--- config.mk ---
export PLATFORM = sky130hd
export DESIGN_NAME = mux_rr_sched
export DESIGN_NICKNAME = d
export VERILOG_FILES = /design/src/rtl/mux_rr_sched.sv
export SDC_FILE = /design/constraint.sdc
export NUM_CORES = 1
export LEC_CHECK = 0
export CORE_MARGIN = 2
export CORE_UTILIZATION = 40
export CTS_CLUSTER_DIAMETER = 120
export CTS_CLUSTER_SIZE = 16
export DETAILED_ROUTE_END_ITERATION = 7
export GPL_TIMING_DRIVEN = 0
export MAX_ROUTING_LAYER = met4
export PLACE_DENSITY_LB_ADDON = 0.2
export SLEW_MARGIN = 40
export SYNTH_ARGS = -nofsm -noshare
export SYNTH_HDL_FRONTEND = slang
export SYNTH_SLANG_ARGS = --single-unit
--- constraint.sdc ---
create_clock -name clk -period 4.1 [get_ports clk]
set_input_delay 0.41 -clock clk [delete_from_list [all_inputs] [get_ports clk]]
set_output_delay 0.41 -clock clk [all_outputs]
set_load 0.02 [all_outputs]
--- src/rtl/mux_rr_sched.sv ---
// mux_rr_sched: round-robin scheduler that drives a shared 8:1 bit mux.
//
// Ports:
//   clk    - single clock; all state updates on its rising edge
//   rst    - synchronous, active-high reset
//   req    - request vector; requester i wants the mux when req[i]=1
//   din    - mux data; requester i owns din[i]
//   s      - registered mux select (index of the granted requester)
//   gnt    - registered one-hot grant; zero when no grant is active
//   y      - registered muxed data bit
//   y_vld  - y carries a transfer completed this cycle
//   busy   - high while a grant is active
//
// A grant lasts up to BURST_MAX transfers. It ends early as soon as the
// owner drops its request. Every release passes through IDLE for at least
// one cycle. Arbitration starts from the requester after the last owner.
module mux_rr_sched #(
   parameter int BURST_MAX = 4
) (
   input  logic       clk,
   input  logic       rst,
   input  logic [7:0] req,
   input  logic [7:0] din,
   output logic [2:0] s,
   output logic [7:0] gnt,
   output logic       y,
   output logic       y_vld,
   output logic       busy
);

   typedef enum logic {
      IDLE  = 1'b0,
      GRANT = 1'b1
   } state_t;

   localparam logic [3:0] CNT_LAST = 4'(BURST_MAX - 1);

   state_t     state_q, state_d;
   logic [2:0] s_q, s_d;
   logic [7:0] gnt_q, gnt_d;
   logic       y_q, y_d;
   logic       y_vld_q, y_vld_d;
   logic [2:0] ptr_q, ptr_d;
   logic [3:0] cnt_q, cnt_d;

   // Requests rotated so that bit 0 is the requester at ptr. The lowest set
   // bit of this vector is then the round-robin winner.
   logic [7:0] req_rot;
   genvar gi;
   generate
      for (gi = 0; gi < 8; gi++) begin : g_rot
         assign req_rot[gi] = req[ptr_q + 3'(gi)];
      end
   endgenerate

   logic       found;
   logic [2:0] off;
   logic [2:0] pick;

   always_comb begin
      found = |req_rot;
      off   = 3'd0;
      // Scan downward so that the lowest set bit is the last one written.
      for (int k = 7; k >= 0; k--) begin
         if (req_rot[k]) begin
            off = 3'(k);
         end
      end
      pick = ptr_q + off;
   end

   always_comb begin
      state_d = state_q;
      s_d     = s_q;
      gnt_d   = gnt_q;
      y_d     = y_q;
      y_vld_d = 1'b0;
      ptr_d   = ptr_q;
      cnt_d   = cnt_q;
      case (state_q)
         IDLE: begin
            gnt_d = 8'd0;
            if (found) begin
               s_d     = pick;
               gnt_d   = 8'(1) << pick;
               cnt_d   = 4'd0;
               state_d = GRANT;
            end
         end
         GRANT: begin
            if (req[s_q]) begin
               y_d     = din[s_q];
               y_vld_d = 1'b1;
               cnt_d   = cnt_q + 4'd1;
               if (cnt_q == CNT_LAST) begin
                  state_d = IDLE;
                  gnt_d   = 8'd0;
                  ptr_d   = s_q + 3'd1;
               end
            end else begin
               // The owner withdrew, so release without a transfer.
               state_d = IDLE;
               gnt_d   = 8'd0;
               ptr_d   = s_q + 3'd1;
            end
         end
         default: begin
            state_d = IDLE;
         end
      endcase
   end

   always_ff @(posedge clk) begin
      if (rst) begin
         state_q <= IDLE;
         s_q     <= 3'd0;
         gnt_q   <= 8'd0;
         y_q     <= 1'b0;
         y_vld_q <= 1'b0;
         ptr_q   <= 3'd0;
         cnt_q   <= 4'd0;
      end else begin
         state_q <= state_d;
         s_q     <= s_d;
         gnt_q   <= gnt_d;
         y_q     <= y_d;
         y_vld_q <= y_vld_d;
         ptr_q   <= ptr_d;
         cnt_q   <= cnt_d;
      end
   end

   assign s     = s_q;
   assign gnt   = gnt_q;
   assign y     = y_q;
   assign y_vld = y_vld_q;
   assign busy  = (state_q == GRANT);

endmodule

==> out/qor.csv, run 1 <==
metric,value,unit
run status,"finished, final reports clean",
PwrDens,569,mW/mm²
number of iterations in the first detailed-routing pass,4,
Area Growth Syn to Fin,24.2,%
initial antenna violation count,0,
Max-cap violations,0,
post-layout min period,3.80,ns
Slew headroom,0.617,
crit path capture type,flip-flop,
leading area contributor after synthesis,dfxtp_1,
reg2reg path depth,13,
wire length on met3,121,µm
Die X,70.1,µm
HP Class,in2reg,
Antenna Nets Post-Route,0,
register-to-register setup slack,0.30,ns
crit share post-route,0.928,
Most Frequent Cell on Critical Path,inv_1,
sw power,517,µW
crit-path max FO,10,
num rows,24,
routed vias/inst,5.94,
cts bufs inserted,3,
maximum vdd ir drop,0.245,mV
number of register bits inferred by synthesis,21,
sequential power share,0.235,
Buf/Inv on CP,4,
number of global-route vias before repair,1443,
Crit Path Class,reg2reg,
Die Height,70.1,µm
Crit. Startpoint,ptr_q[1],
Buffers on Ports,30,
vias,1510,
crit path DAT,3.95,ns
number of flops mapped to enable cells by yosys,0,
maximum clock frequency,263,MHz
Hold Path Depth,2,
Worst-Margin Slew,0.569,ns
internal power,715,µW
maximum number of pins on one net before global-route repair,12,
Hold Startpoint,rst,
"top cells by area, synth","dfxtp_1, mux4_2, mux2i_1, mux4_1, ha_1",
drc violations,0,
Total GRT Usage,0.175,
switching share of power,0.420,
TNS Setup,0,ns
top layer in use,met4,
critical path's slowest cell,fa_1,
Crit Reg-Reg Startpoint,ptr_q[1],
drt first-iter violations,49,
async set-or-reset flop fraction in the synthesized netlist,0,
cell count after synthesis,168,
leakage power,0.000832,µW
reg2reg end,gnt[3],
share of cells above drive strength 1,0.208,
yosys synthesis warning count,0,
nets,227,
RSZ-0062 raised after global routing,false,
final WL,4020,µm
area fraction of the dominant cell type after synthesis,0.241,
initial core utilization,0.409,
register area share after synthesis,0.241,
Final Hold Vio Count,0,
grt total ovfl,0,
Diodes inserted,0,
"CP delay by family, top",adder cells,
Final Max Slew Viols,0,
met1 WL,1910,µm
Hold Slack,0.380,ns
combinational power share,0.658,
global-route wire length before repair,6910,µm
worst path cell trace,clkbuf_2 > inv_1 > ha_1 > buf_6 > mux2_2 > mux4_2 > or2_4 > o22ai_1 > a21oi_1 > fa_1 > inv_1 > and3_1 > a22o_1,
clk root buf,clkbuf_8,
crit-path max cell delay,0.59,ns
RePlAce Congestion,0.842,
clk slew on worst S/H paths,0.07,ns
average wire per standard cell,15.8,µm
final setup fails,0,
die area,0.00491,mm²
post-DP HPWL,3220,µm
Clock Sinks,21,
Layout Skew,0.00162,ns
clk buf depth,2,
syn_nets,192,
Netlist cell types,50,
ys flop type,dfxtp_1,
Clk pwr share,0.107,
Skew-Pair Late Insertion Delay,0.25,ns
CTS tree,done,
Hold Path End,s[2],
CP Launch Type,flip-flop,
Critical Path RT,4.25,ns
Ports,32,
Mapped Avg Cell Area,10.4,µm²
core area,0.00426,mm²
met2 routed WL,1980,µm
Synth Cell Area,0.00175,mm²
H-tree level count,1,
cells in the mapped netlist, drive strengths merged (4+ instances only):
| master | n |
|---|---|
| inv | 10 |
| a21oi | 11 |
| mux4 | 14 |
| and2 | 4 |
| nor2 | 11 |
| a22o | 6 |
| buf | 6 |
| mux2 | 4 |
| dfxtp | 21 |
| ha | 5 |
| nand2 | 13 |
| nand3 | 9 |
| mux2i | 15 |
worst max-delay path by stage:
stage                         to  cells past startpoint  slack [ns]
final                     gnt[3]                     13        0.30
after global routing      gnt[3]                     15        0.03
after CTS                 gnt[0]                     12        0.12
after detailed placement  gnt[0]                     12       -0.14
after global placement    gnt[0]                     12       -0.03
after floorplan           gnt[3]                     13        0.48
layout by cell type (no fill, tap or decap), types with 3 or more instances in the layout:
cell / instances
a21oi_1: 9
a22o_1: 6
and3_1: 3
buf_6: 4
clkbuf_8: 4
clkdlybuf4s50_1: 30
dfxtp_1: 21
ha_1: 5
inv_1: 9
mux2_2: 4
mux2i_1: 14
mux4_1: 3
mux4_2: 11
nand2_1: 12
nand3_1: 9
nor2_1: 11
o21ai_0: 3
cell families after synthesis:
| kind of cell | count (synthesis) | synth area share |
|---|---|---|
| flops | 21 | 0.241 |
| compound gates | 35 | 0.181 |
| mux | 33 | 0.299 |
| fa+ha+maj | 6 | 0.0473 |
| xor+xnor | 3 | 0.0151 |
| buf+inv | 19 | 0.0667 |
| simple gates | 51 | 0.150 |
state kept, by name, summed over array words and instances, names as in the netlist:
register and count:
y_vld 1, cnt_q 4, s 3, y 1, busy 1, ptr_q 3
gnt 8
layout make-up:
class,count,area [µm²]
fill,412,2100
multi-input combinational,128,1220
sequential,21,420
timing repair buffer,30,300
buffer,9,80.1
tap,52,65.1
clock buffer,4,45.0
inverter,10,37.5
per-layer routing:
metal / GRT usage / up-vias
li1: - / 713
met1: 0.239 / 765
met2: 0.288 / 30
met3: 0.0332 / 2
met4: 0.00641 / 0
met5: - / -
power by group through the flow:
stage,clock network [µW],logic (µW),registers (µW)
floorplan,0,562,328
global placement,0,779,290
detailed placement,0,802,295
CTS,135,804,291
global route,144,880,299
finish,132,810,290
what timing repair did:
action	in CTS	in global routing
endpoints found under the setup margin	1	9
setup buffers	0	0
hold buffers	0	0
resized for setup	1	2
metrics by stage:
step / instances / power [µW] / area (µm²) / setup slack [ns] / util
final: 254 / 1230 / 2170 / 0.296 / 0.508
after global placement: 250 / 1070 / 2110 / -0.0323 / 0.495
after global routing: 254 / 1320 / 2170 / 0.0282 / 0.508
after floorplan: 168 / 890 / 1750 / 0.478 / -
after detailed placement: 250 / 1100 / 2110 / -0.141 / 0.495
after CTS: 254 / 1230 / 2160 / 0.124 / 0.506
No activity file was read; power rests on OpenSTA's default activity.
==> inputs of run 2 (changes only) <==
--- a/config.mk
+++ b/config.mk
@@ -5,6 +5,7 @@
 export SDC_FILE = /design/constraint.sdc
 export NUM_CORES = 1
 export LEC_CHECK = 0
+export ABC_AREA = 1
 export CORE_MARGIN = 2
 export CORE_UTILIZATION = 40
 export CTS_CLUSTER_DIAMETER = 120
==> run 2 against run 1 <==
Effect of this change: global-route usage is 1.8 points higher; design area is 7.2% lower; clock power hardly changed; die area is 8.1% lower; maximum frequency is 13% higher; synthesized cell count is 49% higher; flip-flop and latch count stayed put; via count is 13% higher; first-iteration DRC count is 31% higher; setup slack better by 0.45 ns.
==> out/qor.csv, run 2 <==
metric,value,unit
M2 GR Usage,0.319,
max reg flops,8,
Slew headroom,0.689,
RePlAce Congestion,0.816,
drt first-iter violations,64,
initial core utilization,0.426,
RSZ-0062 raised after global routing,false,
Layout Skew,0.00246,ns
Crit. Startpoint,ptr_q[1],
share of cells above drive strength 1,0.0979,
Diodes inserted,0,
"top cells by area, synth","dfxtp_1, nand2_1, nand3_1, a21oi_1, o21ai_0",
cell area after layout,0.00201,mm²
nets,311,
met1 usage,0.257,
Final Max Slew Viols,0,
number of iterations in the first detailed-routing pass,4,
cts repair resizes,0,
cts bufs inserted,3,
average wire per standard cell,11.0,µm
Die Height,67.2,µm
initial antenna violation count,0,
die area,0.00451,mm²
grt total ovfl,0,
Buffers on Ports,31,
most frequent cells in the layout,"nand2_1, nand3_1, clkdlybuf4s50_1",
maximum number of pins on one net before global-route repair,12,
Synth Cell Area,0.00160,mm²
"commonest non-fill, non-tap cell in the layout",nand2_1,
number of flops mapped to enable cells by yosys,0,
yosys synthesis warning count,0,
Hold Startpoint,gnt[7],
Worst-Margin Slew,0.465,ns
routed vias/inst,5.10,
GRT busiest layer,met2,
syn_nets,275,
H-tree level count,1,
post-CTS setup buffer count,0,
post-layout min period,3.35,ns
Ports,32,
final WL,3690,µm
Post-CTS Hold Buffers,0,
Total GRT Usage,0.193,
PwrDens,765,mW/mm²
HP Class,reg2reg,
final setup fails,0,
number of register bits inferred by synthesis,21,
core area,0.00374,mm²
leading area contributor after synthesis,dfxtp_1,
clk buf depth,2,
Mapped Avg Cell Area,6.36,µm²
maximum clock frequency,298,MHz
number of global-route vias before repair,1568,
Die X,67.2,µm
Area Growth Syn to Fin,26.0,%
leakage power,0.000888,µW
cell count after synthesis,251,
Antenna Nets Post-Route,0,
Crit Path Class,reg2reg,
num rows,22,
met3 usage,0.0350,
global-route wire length before repair,6710,µm
ys flop type,dfxtp_1,
Clock Sinks,21,
Area after DPL,0.00197,mm²
vias,1704,
clk slew on worst S/H paths,0.07,ns
crit-path max FO,7,
area fraction of the dominant cell type after synthesis,0.264,
Max-cap violations,0,
register area share after synthesis,0.264,
crit path capture type,flip-flop,
clk root buf,clkbuf_8,
Crit Reg-Reg Startpoint,ptr_q[1],
register-to-register setup slack,0.75,ns
TNS Setup,0,ns
CTS tree,done,
drc violations,0,
Critical Path RT,4.23,ns
CP Launch Type,flip-flop,
async set-or-reset flop fraction in the synthesized netlist,0,
"count leader, synth",nand2_1,
post-DP HPWL,2910,µm
maximum vdd ir drop,0.355,mV
run status,"finished, final reports clean",
crit path DAT,3.48,ns
Skew-Pair Late Insertion Delay,0.25,ns
Netlist cell types,29,
crit share post-route,0.818,
most frequent cells after synthesis,"nand2_1, nand3_1, dfxtp_1",
Final Hold Vio Count,0,
-- run 2: critical path, cell delays in order, from the launching register on --
cell	delay, ns
dfxtp_1	0.51
inv_2	0.15
ha_1	0.38
inv_1	0.10
nand3_1	0.14
nand3_1	0.10
nand2_1	0.15
a31oi_1	0.09
o21ai_0	0.15
nand2_1	0.07
a21oi_1	0.14
ha_1	0.16
inv_1	0.04
fa_1	0.37
xor2_1	0.21
inv_1	0.08
nand3_2	0.12
nand2_2	0.10
nand3_1	0.08
a21oi_1	0.06
-- run 2: area by class of cell --
| class | count | area [µm²] |
|---|---|---|
| buffer | 5 | 38.8 |
| clock buffer | 4 | 45.0 |
| fill | 407 | 1730 |
| inverter | 22 | 85.1 |
| multi-input combinational | 203 | 1050 |
| sequential | 21 | 420 |
| tap | 48 | 60.1 |
| timing repair buffer | 31 | 310 |
-- run 2: path summary, 6_finish.rpt --
| kind | cells after the start | endpoint |
|---|---|---|
| max reg2reg | 19 | gnt[1] |
| min | 2 | gnt[7] |
| min reg2reg | 2 | gnt[7] |
| max | 19 | gnt[1] |
-- run 2: metrics by stage --
| step | total power, µW | hold WS, ns | cells | setup slack, ns | util |
|---|---|---|---|---|---|
| after floorplan | 1130 | 0.453 | 251 | 1.16 | - |
| after global placement | 1390 | 0.455 | 330 | 0.821 | 0.525 |
| after detailed placement | 1400 | 0.457 | 330 | 0.739 | 0.525 |
| after CTS | 1550 | 0.469 | 334 | 0.724 | 0.537 |
| after global routing | 1710 | 0.489 | 334 | 0.407 | 0.537 |
| final | 1540 | 0.464 | 334 | 0.747 | 0.537 |
-- run 2: report_power, final --
part | switching (µW) | internal, µW
Combinational | 695 | 402
Sequential | 49.6 | 260
Clock | 63.5 | 69.1
Total | 808 | 731
-- run 2: kinds of logic (layout without fill, tap and decap cells) --
family | count (synthesis) | in the layout | share of synthesized area
buf+inv | 27 | 62 | 0.0776
xor+xnor | 7 | 7 | 0.0431
simple gates | 151 | 151 | 0.435
compound gates | 39 | 39 | 0.129
flops | 21 | 21 | 0.264
fa+ha+maj | 6 | 6 | 0.0518
-- run 2: routing by layer --
layer | wire length (µm) | up-vias
met1 | 1870 | 762
met3 | 142 | 2
met5 | 0 | -
met2 | 1670 | 38
li1 | - | 902
met4 | 10 | 0
==> inputs of run 3 (changes only) <==
==> constraint.sdc (replaced) <==
create_clock -name clk -period 3.4 [get_ports clk]
set_input_delay 0.34 -clock clk [delete_from_list [all_inputs] [get_ports clk]]
set_output_delay 0.34 -clock clk [all_outputs]
set_load 0.02 [all_outputs]
==> run 3 against run 2 <==
Effect of this change: setup slack got worse by 0.45 ns; first-iteration DRC count grew 25%; register-to-register slack worse by 0.45 ns; critical path depth stayed put; core utilization increased by 1.0 points; combinational power increased by 25%; clock power rose by 20%; via count increased by 0.88%; design area up 1.9%; power grew 24%; hold slack about the same; critical endpoint is now gnt[2]; largest cell class unchanged; largest power group unchanged.
==> out/qor.csv, run 3 (synthesis results as in run 2) <==
metric,value,unit
Die X,67.2,µm
cell count along the critical path,19,
Crit Reg-Reg Startpoint,ptr_q[1],
post-layout min period,3.10,ns
crit share post-route,0.912,
average wire per standard cell,11.2,µm
reg2reg end,gnt[2],
FF+latch area,423,µm²
leakage power,0.000896,µW
RePlAce Congestion,0.816,
drc violations,0,
cell area after layout,0.00205,mm²
clk root buf,clkbuf_8,
crit path DAT,3.29,ns
num rows,22,
Area Growth Syn to Fin,28.5,%
Diodes inserted,0,
post-place setup slack,0.0385,ns
"CP delay by family, top",adder cells,
Final Max Slew Viols,0,
maximum number of pins on one net before global-route repair,12,
Crit Path Class,reg2reg,
die area,0.00451,mm²
post-DP HPWL,2910,µm
Worst-Margin Slew,0.456,ns
global-route wire length before repair,6710,µm
Total GRT Usage,0.193,
Final Hold Vio Count,0,
Antenna Nets Post-Route,0,
Ports,32,
Slew headroom,0.695,
maximum vdd ir drop,0.438,mV
HP Class,reg2reg,
initial antenna violation count,0,
grt total ovfl,0,
crit-path max FO,7,
drt first-iter violations,80,
register-to-register setup slack,0.30,ns
worst path cell trace,inv_2 > ha_4 > inv_1 > nand3_1 > nand3_1 > nand2_2 > a31oi_1 > o21ai_0 > nand2_1 > a21oi_1 > ha_1 > inv_1 > fa_1 > xor2_2 > inv_1 > nand3_2 > nand2_4 > nand3_1 > a21oi_1,
Die Height,67.2,µm
CP Launch Type,flip-flop,
most frequent cells in the layout,"nand2_1, nand3_1, clkdlybuf4s50_1",
Skew-Pair Late Insertion Delay,0.25,ns
final WL,3730,µm
crit-path max cell delay,0.43,ns
Crit. Startpoint,ptr_q[1],
clk buf depth,2,
Max-cap violations,0,
core area,0.00374,mm²
reg2reg path depth,19,
share of cells above drive strength 1,0.119,
vias,1719,
nets,311,
TNS Setup,0,ns
slack of the critical path,0.298,ns
final setup fails,0,
initial core utilization,0.426,
routed vias/inst,5.15,
multi-input logic area,0.00108,mm²
Clock Sinks,21,
maximum clock frequency,322,MHz
cts bufs inserted,3,
crit path capture type,flip-flop,
CTS tree,done,
clk slew on worst S/H paths,0.07,ns
Setup crit end,gnt[2],
# fillers,401,
PwrDens,931,mW/mm²
Critical Path RT,3.58,ns
"commonest non-fill, non-tap cell in the layout",nand2_1,
critical path's slowest cell,dfxtp_2,
Buf/Inv on CP,4,
number of iterations in the first detailed-routing pass,4,
number of global-route vias before repair,1568,
Layout Skew,0.00237,ns
H-tree level count,1,
post-CTS setup buffer count,0,
max reg flops,8,
Buffers on Ports,31,
run status,"finished, final reports clean",
Area after DPL,0.00197,mm²
-- run 3: cell count changes in the layout (fill, tap and decap cells not counted) --
cell / change
dfxtp_2: +2
xor2_1: -1
nand2_4: +1
ha_4: +1
dfxtp_1: -2
buf_6: +1
xor2_2: +1
buf_4: -1
nand3_1: -1
nand2_1: -1
ha_1: -1
nand3_2: +1
-- run 3: worst min-delay path by stage --
stage | cells after the start | start | slack (ns) | endpoint
2_1_floorplan | 1 | rst | 0.41 | gnt[0]
3_3_place_gp | 2 | gnt[7] | 0.45 | gnt[7]
3_5_place_dp | 2 | gnt[7] | 0.46 | gnt[7]
4_1_cts | 2 | gnt[7] | 0.47 | gnt[7]
5_1_grt | 2 | gnt[6] | 0.49 | gnt[6]
6_report | 2 | gnt[7] | 0.46 | gnt[7]
-- run 3: worst min-delay path, cell delays in order (launching register included) --
cell     delay [ns]
dfxtp_1        0.31
nand2_1        0.06
a21oi_1        0.05
-- run 3: final cells by class --
type                            instances  area share
Multi-Input combinational cell        203       0.529
Sequential cell                        21       0.206
Timing Repair Buffer                   31       0.151
Inverter                               22      0.0415
Tap cell                               48      0.0293
Clock buffer                            4      0.0220
Buffer                                  5      0.0208
-- run 3: where the power goes --
group,switching (µW),internal [µW]
registers,60.6,315
logic,857,514
clock network,76.8,83.3
-- run 3: through the flow --
| step | cells | util | hold slack (ns) | power [µW] |
|---|---|---|---|---|
| final | 334 | 0.547 | 0.464 | 1910 |
| after global routing | 334 | 0.547 | 0.489 | 2120 |
| after CTS | 334 | 0.537 | 0.469 | 1860 |
| after detailed placement | 330 | 0.525 | 0.457 | 1690 |
| after global placement | 330 | 0.525 | 0.455 | 1680 |
| after floorplan | 251 | - | 0.409 | 1370 |
-- run 3: layer usage --
layer  up-vias  global-route usage  share of wire
met2        46               0.319           0.46
met3         2              0.0350          0.044
met5         -                   -              0
met1       770               0.257           0.50
met4         0              0.0153         0.0027
li1        901                   -              -
-- run 3: what timing repair did --
item	4_1_cts	5_1_grt
hold buffers	0	0
endpoints found under the setup margin	0	10
gates resized for setup	0	8
